File: config.mk
export PLATFORM = sky130hd
export DESIGN_NAME = dkong_hs_ram_arb
export DESIGN_NICKNAME = d
export VERILOG_FILES = /design/src/rtl/dkong_hs_ram_arb.sv
export SDC_FILE = /design/constraint.sdc
export NUM_CORES = 1
export LEC_CHECK = 0
export BUFFER_PORTS_ARGS = -buffer_cell sky130_fd_sc_hd__buf_2
export CAP_MARGIN = 20
export CORE_MARGIN = 5
export CORE_UTILIZATION = 31
export DETAILED_ROUTE_END_ITERATION = 7
export GPL_TIMING_DRIVEN = 1
export PLACE_DENSITY = 0.76
export SYNTH_ARGS = -nofsm -noshare
export SYNTH_HDL_FRONTEND = slang
export SYNTH_SLANG_ARGS = --single-unit
File: constraint.sdc
create_clock -name I_CLK_24576M -period 1.3 [get_ports I_CLK_24576M]
set_input_delay 0.13 -clock I_CLK_24576M [delete_from_list [all_inputs] [get_ports I_CLK_24576M]]
set_output_delay 0.13 -clock I_CLK_24576M [all_outputs]
set_load 0.02 [all_outputs]
File: src/rtl/dkong_hs_ram_arb.sv
// rtl/dkong_hs_ram_arb.sv - work-RAM port arbiter between the main CPU and the hiscore engine
// The engine gets the port only at CPU bus-cycle boundaries, or at once when the CPU is paused.
`timescale 1ns/1ps
module dkong_hs_ram_arb #(
  parameter int ADDR_W      = 16,
  parameter int DATA_W      = 8,
  parameter int RAM_LAT     = 1,
  parameter int CPU_MIN_GAP = 4
) (
  input  logic              I_CLK_24576M,
  input  logic              I_RESETn,
  input  logic              I_PAUSED,
  input  logic              I_CPU_CS,
  input  logic              I_CPU_WE,
  input  logic [ADDR_W-1:0] I_CPU_A,
  input  logic [DATA_W-1:0] I_CPU_DO,
  input  logic              I_CPU_CYC_END,
  output logic [DATA_W-1:0] O_CPU_DI,
  output logic              O_CPU_WAIT,
  input  logic              I_HS_ACCESS,
  input  logic              I_HS_WRITE,
  input  logic [ADDR_W-1:0] I_HS_ADDR,
  input  logic [DATA_W-1:0] I_HS_DATA,
  output logic [DATA_W-1:0] O_HS_DATA,
  output logic              O_HS_VALID,
  output logic              O_HS_GRANT,
  output logic [ADDR_W-1:0] O_RAM_A,
  output logic [DATA_W-1:0] O_RAM_D,
  output logic              O_RAM_WE,
  input  logic [DATA_W-1:0] I_RAM_Q
);

  localparam int GAP_W = (CPU_MIN_GAP < 1) ? 1 : $clog2(CPU_MIN_GAP + 1);

  typedef enum logic [1:0] {
    S_IDLE    = 2'd0,
    S_DRAIN   = 2'd1,
    S_GRANT   = 2'd2,
    S_RELEASE = 2'd3
  } state_t;

  state_t             r_state;
  state_t             w_next;
  logic               r_owner_hs;
  logic [GAP_W-1:0]   r_gap;
  logic [RAM_LAT-1:0] r_rd_pipe;
  logic [DATA_W-1:0]  r_hs_data;
  logic               w_gap_zero;
  logic               w_rd_issue;
  logic               w_rd_done;

  assign w_gap_zero = (r_gap == '0);
  assign w_rd_issue = (r_state == S_GRANT) && !I_HS_WRITE;
  assign w_rd_done  = r_rd_pipe[RAM_LAT-1];

  always_comb begin
    w_next = r_state;
    case (r_state)
      S_IDLE: begin
        if (I_HS_ACCESS && w_gap_zero) begin
          w_next = I_PAUSED ? S_GRANT : S_DRAIN;
        end
      end
      S_DRAIN: begin
        // A withdrawn request wins over a coincident cycle end
        if (!I_HS_ACCESS) begin
          w_next = S_IDLE;
        end else if (I_CPU_CYC_END || I_PAUSED) begin
          w_next = S_GRANT;
        end
      end
      S_GRANT: begin
        if (!I_HS_ACCESS) begin
          w_next = S_RELEASE;
        end
      end
      S_RELEASE: begin
        w_next = S_IDLE;
      end
      default: begin
        w_next = S_IDLE;
      end
    endcase
  end

  always_ff @(posedge I_CLK_24576M or negedge I_RESETn) begin
    if (!I_RESETn) begin
      r_state    <= S_IDLE;
      r_owner_hs <= 1'b0;
    end else begin
      r_state    <= w_next;
      r_owner_hs <= (w_next == S_GRANT);
    end
  end

  // The CPU keeps the port for CPU_MIN_GAP clocks after each release
  always_ff @(posedge I_CLK_24576M or negedge I_RESETn) begin
    if (!I_RESETn) begin
      r_gap <= '0;
    end else if (r_state == S_RELEASE) begin
      r_gap <= GAP_W'(CPU_MIN_GAP);
    end else if (!w_gap_zero) begin
      r_gap <= r_gap - GAP_W'(1);
    end
  end

  // Read tracker keeps shifting after GRANT ends so the last read still returns
  always_ff @(posedge I_CLK_24576M or negedge I_RESETn) begin
    if (!I_RESETn) begin
      r_rd_pipe <= '0;
      r_hs_data <= '0;
    end else begin
      r_rd_pipe[0] <= w_rd_issue;
      for (int i = 1; i < RAM_LAT; i++) begin
        r_rd_pipe[i] <= r_rd_pipe[i-1];
      end
      if (w_rd_done) begin
        r_hs_data <= I_RAM_Q;
      end
    end
  end

  assign O_HS_VALID = w_rd_done;
  assign O_HS_DATA  = w_rd_done ? I_RAM_Q : r_hs_data;
  assign O_HS_GRANT = r_owner_hs;
  assign O_CPU_WAIT = (r_state == S_DRAIN) || ((r_state == S_GRANT) && !I_PAUSED);
  assign O_CPU_DI   = I_RAM_Q;

  assign O_RAM_A  = r_owner_hs ? I_HS_ADDR  : I_CPU_A;
  assign O_RAM_D  = r_owner_hs ? I_HS_DATA  : I_CPU_DO;
  assign O_RAM_WE = r_owner_hs ? I_HS_WRITE : (I_CPU_CS && I_CPU_WE);

endmodule

* Word level (Yosys, flattened, before mapping)
Cells that the tools add are included.
Word-level totals: register bits 15, latch bits 0, bits in writable memories 0, ROM bits 0, input port bits 64, memories kept 0
Operators by class: add/subtract/negate cells 1, $mul 0, div/mod/pow operators 0, $lt $le $gt $ge 0, equality and inequality tests 5, shift operators 0, mux-type cells 12, bitwise logic cells 0, reductions and logical operators 10
Operator list (count):
- $mux 16 | 1
- $mux 8 | 2
- $mux 2 | 5
- $pmux 2 s4 | 1
- $eq 2x2->1 const B | 3
- $mux 3 | 2
- $logic_and 1x1->1 | 4
- $logic_not 3->1 | 1
- $sub 3x1->3 const B | 1
- $eq 2x1->1 const B | 1
- $logic_not 1->1 | 2
- $logic_not 2->1 | 1
- $logic_or 1x1->1 | 2
- $ne 2x1->1 const B | 1
- $mux 1 | 1

* Depth between registers and ports, before layout
Gate-level depths: netlist (run 1).
word-level depth 5, gate-level depth with buffers 5

* Worst setup path before layout (run 1)
Ideal clock, no wire load.
kind flip-flop to output port, start point register r_owner_hs, in the netlist O_HS_GRANT, end point output O_RAM_WE, arrival time 1310 ps, slack -140 ps, stages on the path, launching flop included 4, buffers on the path 2, path through dfrtp_1 > buf_2 > buf_2 > o21ai_0
Between the ends: longest elaborated chain between the ends 1
RTL lines:
- start: declaration | line 44 | logic r_owner_hs;
- start signal: assignment | line 92 | r_owner_hs <= (w_next == S_GRANT);
- $mux 1 | line 131 | assign O_RAM_WE = r_owner_hs ? I_HS_WRITE : (I_CPU_CS && I_CPU_WE);
- end: declaration | line 29 | output logic O_RAM_WE,
No other way between the ends.

* Final worst setup path (run 1)
start point register r_owner_hs, in the netlist O_HS_GRANT, end point output O_RAM_A[4]
Between the ends: longest elaborated chain between the ends 1
RTL lines:
- $mux 16 | line 129 | assign O_RAM_A = r_owner_hs ? I_HS_ADDR : I_CPU_A;
- end: declaration | line 27 | output logic [ADDR_W-1:0] O_RAM_A,
No other way between the ends.

==> flow_summary.toml, run 1 <==
[status]
status = "finished with violations"
violations = "negative setup slack"

[worst_setup_path]
path_cells = "buf_12, mux2_2, buf_4"
worstPathRequired_ns = 1.17
r2r_end = "r_state[0]"
cp-start-kind = "flop"
crit_fanout = 13
rrSetupSlack_ns = -0.03
r2r_cells = 4
endpoint_kind = "primary output"
path_buf_inv = 2
arrival_ns = 1.36
slowest_stage = "dfrtp_2"
cp_slowest_stage_delay_ns = 0.42
cp_top_family = "flip-flops"
criticalPathCategory = "flop to primary output"
r2r-start = "r_state[1]"

[worst_hold_path]
hold_path_startpoint = "I_HS_WRITE"
hold_end = "O_HS_VALID"
worstHoldPathCells = 2
worst_hold_path_type = "input port to flop"

[run]
maxCapViolations = 0

[placement]
placed_area_sq_um = 1620
dp_slack_ns = 0.00503
numPlacedInstances = 235
port_buffers = 107
dp.final_hpwl_um = 2930
gp_congestion = 0.760

[floorplan]
dieArea_sq_um = 4540
rows = 20
initial_core_util_pct = 32.9
ios = 108
die_y_um = 67.4
core_sq_um = 3100
die_width_um = 67.4

[timing]
hold-worst-slack_ns = 0.0196
tightest_slew_ns = 0.330
fin_crit_ns = 1.49
clock.fmax_mhz = 669
rsz0062_at_grt = "true"
slew-limit-headroom_pct = 78.0
setup_viol = 35
clock-skew-final_ns = 0.00388
tns_ns = -5.18
layout_setup_ws_ns = -0.195
hold_violations = 0
slew_viol_final = 0
fin_crit_sh_pct = 115

[clock_network]
clkSlewWorstSetupHoldPaths_ns = 0.09
h-tree-depth = 1
cts.sinks = 15
cts_buffers = 3
clockBufferDepth = 2
cts_tree = "yes"
clock_latency_ns = 0.28
cts_root_buf = "clkbuf_4"

[route]
vias_per_cell = 4.47
wl_per_cell_um = 14.7
firstDrtPassIters = 2
routed_wl_um = 3660
drc = 0
drt_iter0_markers = 21
ant_nets = 0
vias = 1109

[layout]
final-instance-count-excl-fill = 248
fin_area_sq_um = 1890
fin_util_pct = 61.0
n_antenna_cell = 0
fin_nets = 271
final_layout_size_suffix_gt1_share_pct = 83.3
final_common_cell = "buf_2"
fillers = 282
syn2layout_area_growth_pct = 85.8
final_cell_mix = "buf_2 (85), mux2_2 (29), buf_6 (20)"

[yosys]
avgSynthCellArea_sq_um = 11.5
syn_nets = 155
synthCells = 89
yosysWarnings = 0
synth-seq-cells = 15
synth_ff_type = "dfrtp_1"
synthArstFlopShare_pct = 100
seq_area_frac_synth_pct = 36.8
syn_area_sq_um = 1020
ys_types = 24
synth-edff-count = 0

[global_route]
track_usage_pct = 14.6
grt_max_degree = 16
grt_pass1_wl_um = 4950
antenna_found_initial = 0
grt_pass1_vias = 1070
grt-ovfl-total = 0

[pwr]
peakVddDrop_mv = 1.07
power-per-cell-area_nw_per_um2 = 2050
p_leak_nw = 0.975
power.total_mw = 3.89
==> where the power goes <==
| part | switching [mW] | internal (mW) |
|---|---|---|
| Combinational | 1.29 | 1.52 |
| Sequential | 0.116 | 0.695 |
| Clock | 0.154 | 0.114 |
==> area by class of cell <==
class | count | area, sq um | area share (%)
repair buffers | 123 | 826 | 43.6
multi-input cells | 60 | 601 | 31.7
flip-flops and latches | 15 | 378 | 19.9
well taps | 44 | 55.1 | 2.91
clock buffers | 3 | 22.5 | 1.19
inverters | 2 | 7.51 | 0.396
clock inverters | 1 | 5.00 | 0.264
==> metal layers <==
| layer | up-vias | wire length, um | global-route usage [%] |
|---|---|---|---|
| li1 | 538 | - | - |
| met5 | - | 0 | 0 |
| met2 | 55 | 1990 | 29.1 |
| met1 | 514 | 1200 | 14.1 |
| met3 | 2 | 443 | 5.99 |
| met4 | 0 | 19 | 2.28 |
==> synth_stat cells (all sizes together) (2+ instances only) <==
cell type	instances	area share (%)
nand2	4	1.5
ha	2	2.5
nor2	4	1.5
o21ai	3	1.5
buf	11	7.4
nand2b	2	1.2
inv	2	0.74
mux2	32	35
dfrtp	15	37
==> how the worst max path moves through the flow <==
| stage | slack [ns] | to | startpoint | cells past startpoint |
|---|---|---|---|---|
| after CTS | -0.21 | O_RAM_A[4] | O_HS_GRANT | 3 |
| after global routing | -0.24 | O_RAM_A[4] | O_HS_GRANT | 3 |
| after global placement | 0.02 | r_state[1] | r_gap[0] | 5 |
| after detailed placement | 0.005 | r_state[1] | r_gap[0] | 5 |
| final | -0.19 | O_RAM_A[4] | O_HS_GRANT | 3 |
| after floorplan | 0.01 | r_state[1] | r_gap[0] | 5 |
==> state kept, by name (all words and copies together), names as in the netlist <==
signal and cells:
r_hs_data 8, r_gap 3, r_state 2, O_HS_GRANT 1
O_HS_VALID 1
==> cells by family after synthesis <==
family / after synthesis / share of synthesized area (%)
and+or+nand+nor: 14 / 7.73
AOI/OAI and AO/OA: 10 / 7.36
adders and majority gates: 2 / 2.45
muxes: 33 / 36.3
buffers and inverters: 14 / 8.47
xor gates and xnor gates: 1 / 0.859
DFF: 15 / 36.8
==> repair_timing <==
action / 4_1_cts / 5_1_grt
hold buffers: 1 / 0
endpoints found under the setup margin: 35 / 38
resized for setup: 15 / 41
setup buffers: 5 / 3
endpoints found under the hold margin: 15 / 0
pin swaps: 0 / 2
Power figures use the tool's default switching activity.
==> inputs of run 2 (changes only) <==
BUFFER_PORTS_ARGS = -buffer_cell sky130_fd_sc_hd__buf_4   (was -buffer_cell sky130_fd_sc_hd__buf_2)
GPL_TIMING_DRIVEN = 0   (was 1)
HOLD_SLACK_MARGIN = 0.08   (was unset)
==> flow_summary.toml, run 2 (synthesis gave the netlist of run 1 again) <==
[pwr]
intPower_mw = 2.73
switchingPower_mw = 1.73
p_seq_share_pct = 18.6
netSwitchingFraction_pct = 38.7
combPwrFrac_pct = 75.4
clockPowerShare_pct = 5.9
power-per-cell-area_nw_per_um2 = 1940
p_leak_nw = 1.16
peakVddDrop_mv = 0.975

[worst_setup_path]
endpoint_kind = "primary output"
r2r-start = "r_state[1]"
r2r_end = "r_state[0]"
worstPathRequired_ns = 1.17
r2r_cells = 4
crit_fanout = 10
slowest_stage = "dfrtp_2"
crit_top_cell = "buf_6"
cp-start-kind = "flop"
cp_slowest_stage_delay_ns = 0.39
path_cells = "buf_6, buf_8, mux2_2, buf_6"
arrival_ns = 1.42
criticalPathCategory = "flop to primary output"
rrSetupSlack_ns = -0.02

[timing]
slew_viol_final = 0
tightest_slew_ns = 0.187
layout_setup_ws_ns = -0.253
slew-limit-headroom_pct = 87.2
clock-skew-final_ns = 0.000490
setup_viol = 35
fin_crit_ns = 1.55
fin_crit_sh_pct = 119
hold_violations = 0
hold-worst-slack_ns = 0.0977
tns_ns = -7.07
rsz0062_at_grt = "true"
clock.fmax_mhz = 644

[global_route]
grt_max_degree = 16
grt-ovfl-total = 0
grt_pass1_vias = 1306
grt_pass1_wl_um = 6380
track_usage_pct = 18.9
antenna_found_initial = 0

[worst_hold_path]
hold_end = "O_HS_GRANT"
worstHoldPathCells = 2
worst_hold_path_type = "input port to flop"
hold_path_startpoint = "I_HS_ACCESS"

[layout]
syn2layout_area_growth_pct = 126
final-instance-count-excl-fill = 264
largest_reg_flops = 8
final_layout_size_suffix_gt1_share_pct = 84.5
n_antenna_cell = 0
regMostFlops = "r_hs_data"
final_common_cell = "buf_4"
fillers = 222
final_cell_mix = "buf_4 (98), buf_6 (36), mux2_2 (22)"
reg_top3 = "r_hs_data x8, r_gap x3, r_state x2"
fin_nets = 287

[floorplan]
rows = 20
dieArea_sq_um = 4540
die_y_um = 67.4
core_sq_um = 3100
ios = 108
initial_core_util_pct = 32.9
die_width_um = 67.4

[placement]
numPlacedInstances = 240
dp.final_hpwl_um = 3230
port_buffers = 107
dp_slack_ns = -0.0572
gp_congestion = 0.748

[status]
violations = "negative setup slack"
status = "finished with violations"

[route]
drc = 0
ant_nets = 0
routed_wl_um = 4600
vias = 1216
vias_per_cell = 4.61
wl_per_cell_um = 17.4
firstDrtPassIters = 4
drt_iter0_markers = 48

[clock_network]
clockBufferDepth = 2
h-tree-depth = 1
cts_root_buf = "clkbuf_4"
cts_buffers = 3
cts.sinks = 15
cts_tree = "yes"
clock_latency_ns = 0.28
clkSlewWorstSetupHoldPaths_ns = 0.08

[run]
maxCapViolations = 0
## run 2: cell count changes in the layout (fill, tap and decap cells not counted)
cell and change:
buf_12 -3, buf_2 -85, buf_4 +84, buf_6 +16, buf_8 +3, clkbuf_1 +1, clkinv_2 -1, dfrtp_1 -1
dfrtp_2 +1, dlygate4sd3_1 +1, mux2_2 -7, mux2_4 +7, nand2_1 -1, nand2_2 +1
## run 2: critical path, delay by kind of cell (launching register included)
| family | cells | cell delay, ns |
|---|---|---|
| buffers and inverters | 3 | 0.39 |
| DFF | 1 | 0.39 |
| muxes | 1 | 0.35 |
## run 2: routing by layer
layer | track usage (%) | part of all wire (%)
met5 | 0 | 0
met4 | 6.33 | 1.4
met3 | 5.32 | 9.4
met2 | 37.9 | 57
met1 | 18.2 | 32
## run 2: what timing repair did
| item | 4_1_cts | 5_1_grt |
|---|---|---|
| pin swaps | 4 | 2 |
| hold buffers | 2 | 0 |
| gates resized for setup | 60 | 5 |
| setup buffers | 15 | 3 |
| endpoints found under the setup margin | 35 | 36 |
| endpoints found under the hold margin | 16 | 0 |
## run 2: cell type report
cell class	instances	area [sq um]	area share (%)
Timing Repair Buffer	127	1090	47.3
Clock buffer	4	26.3	1.14
Buffer	12	116	5.05
Inverter	2	7.51	0.326
Multi-Input combinational cell	60	629	27.3
Tap cell	44	55.1	2.39
Sequential cell	15	379	16.5
## run 2: worst max path at each step
| stage | depth (start not counted) | from | endpoint | slack, ns |
|---|---|---|---|---|
| floorplan | 5 | r_gap[0] | r_state[1] | 0.01 |
| global placement | 5 | r_gap[0] | r_state[1] | -0.04 |
| detailed placement | 5 | r_gap[0] | r_state[1] | -0.06 |
| CTS | 4 | O_HS_GRANT | O_RAM_A[4] | -0.25 |
| global route | 4 | O_HS_GRANT | O_RAM_D[0] | -0.29 |
| finish | 4 | O_HS_GRANT | O_RAM_A[4] | -0.25 |
## run 2: power groups by stage
stage	Clock, mW	Sequential [mW]	Combinational [mW]
floorplan	0	0.812	1.43
global placement	0	0.806	2.31
detailed placement	0	0.823	2.36
CTS	0.273	0.809	3.20
global route	0.293	0.847	3.54
finish	0.265	0.831	3.36
## run 2: per-stage QoR
step | cell area, sq um | power, mW | utilization, %
floorplan | 1030 | 2.24 | -
global placement | 1890 | 3.12 | 60.8
detailed placement | 1890 | 3.19 | 60.8
CTS | 2270 | 4.29 | 73.0
global route | 2300 | 4.68 | 74.2
finish | 2300 | 4.46 | 74.2
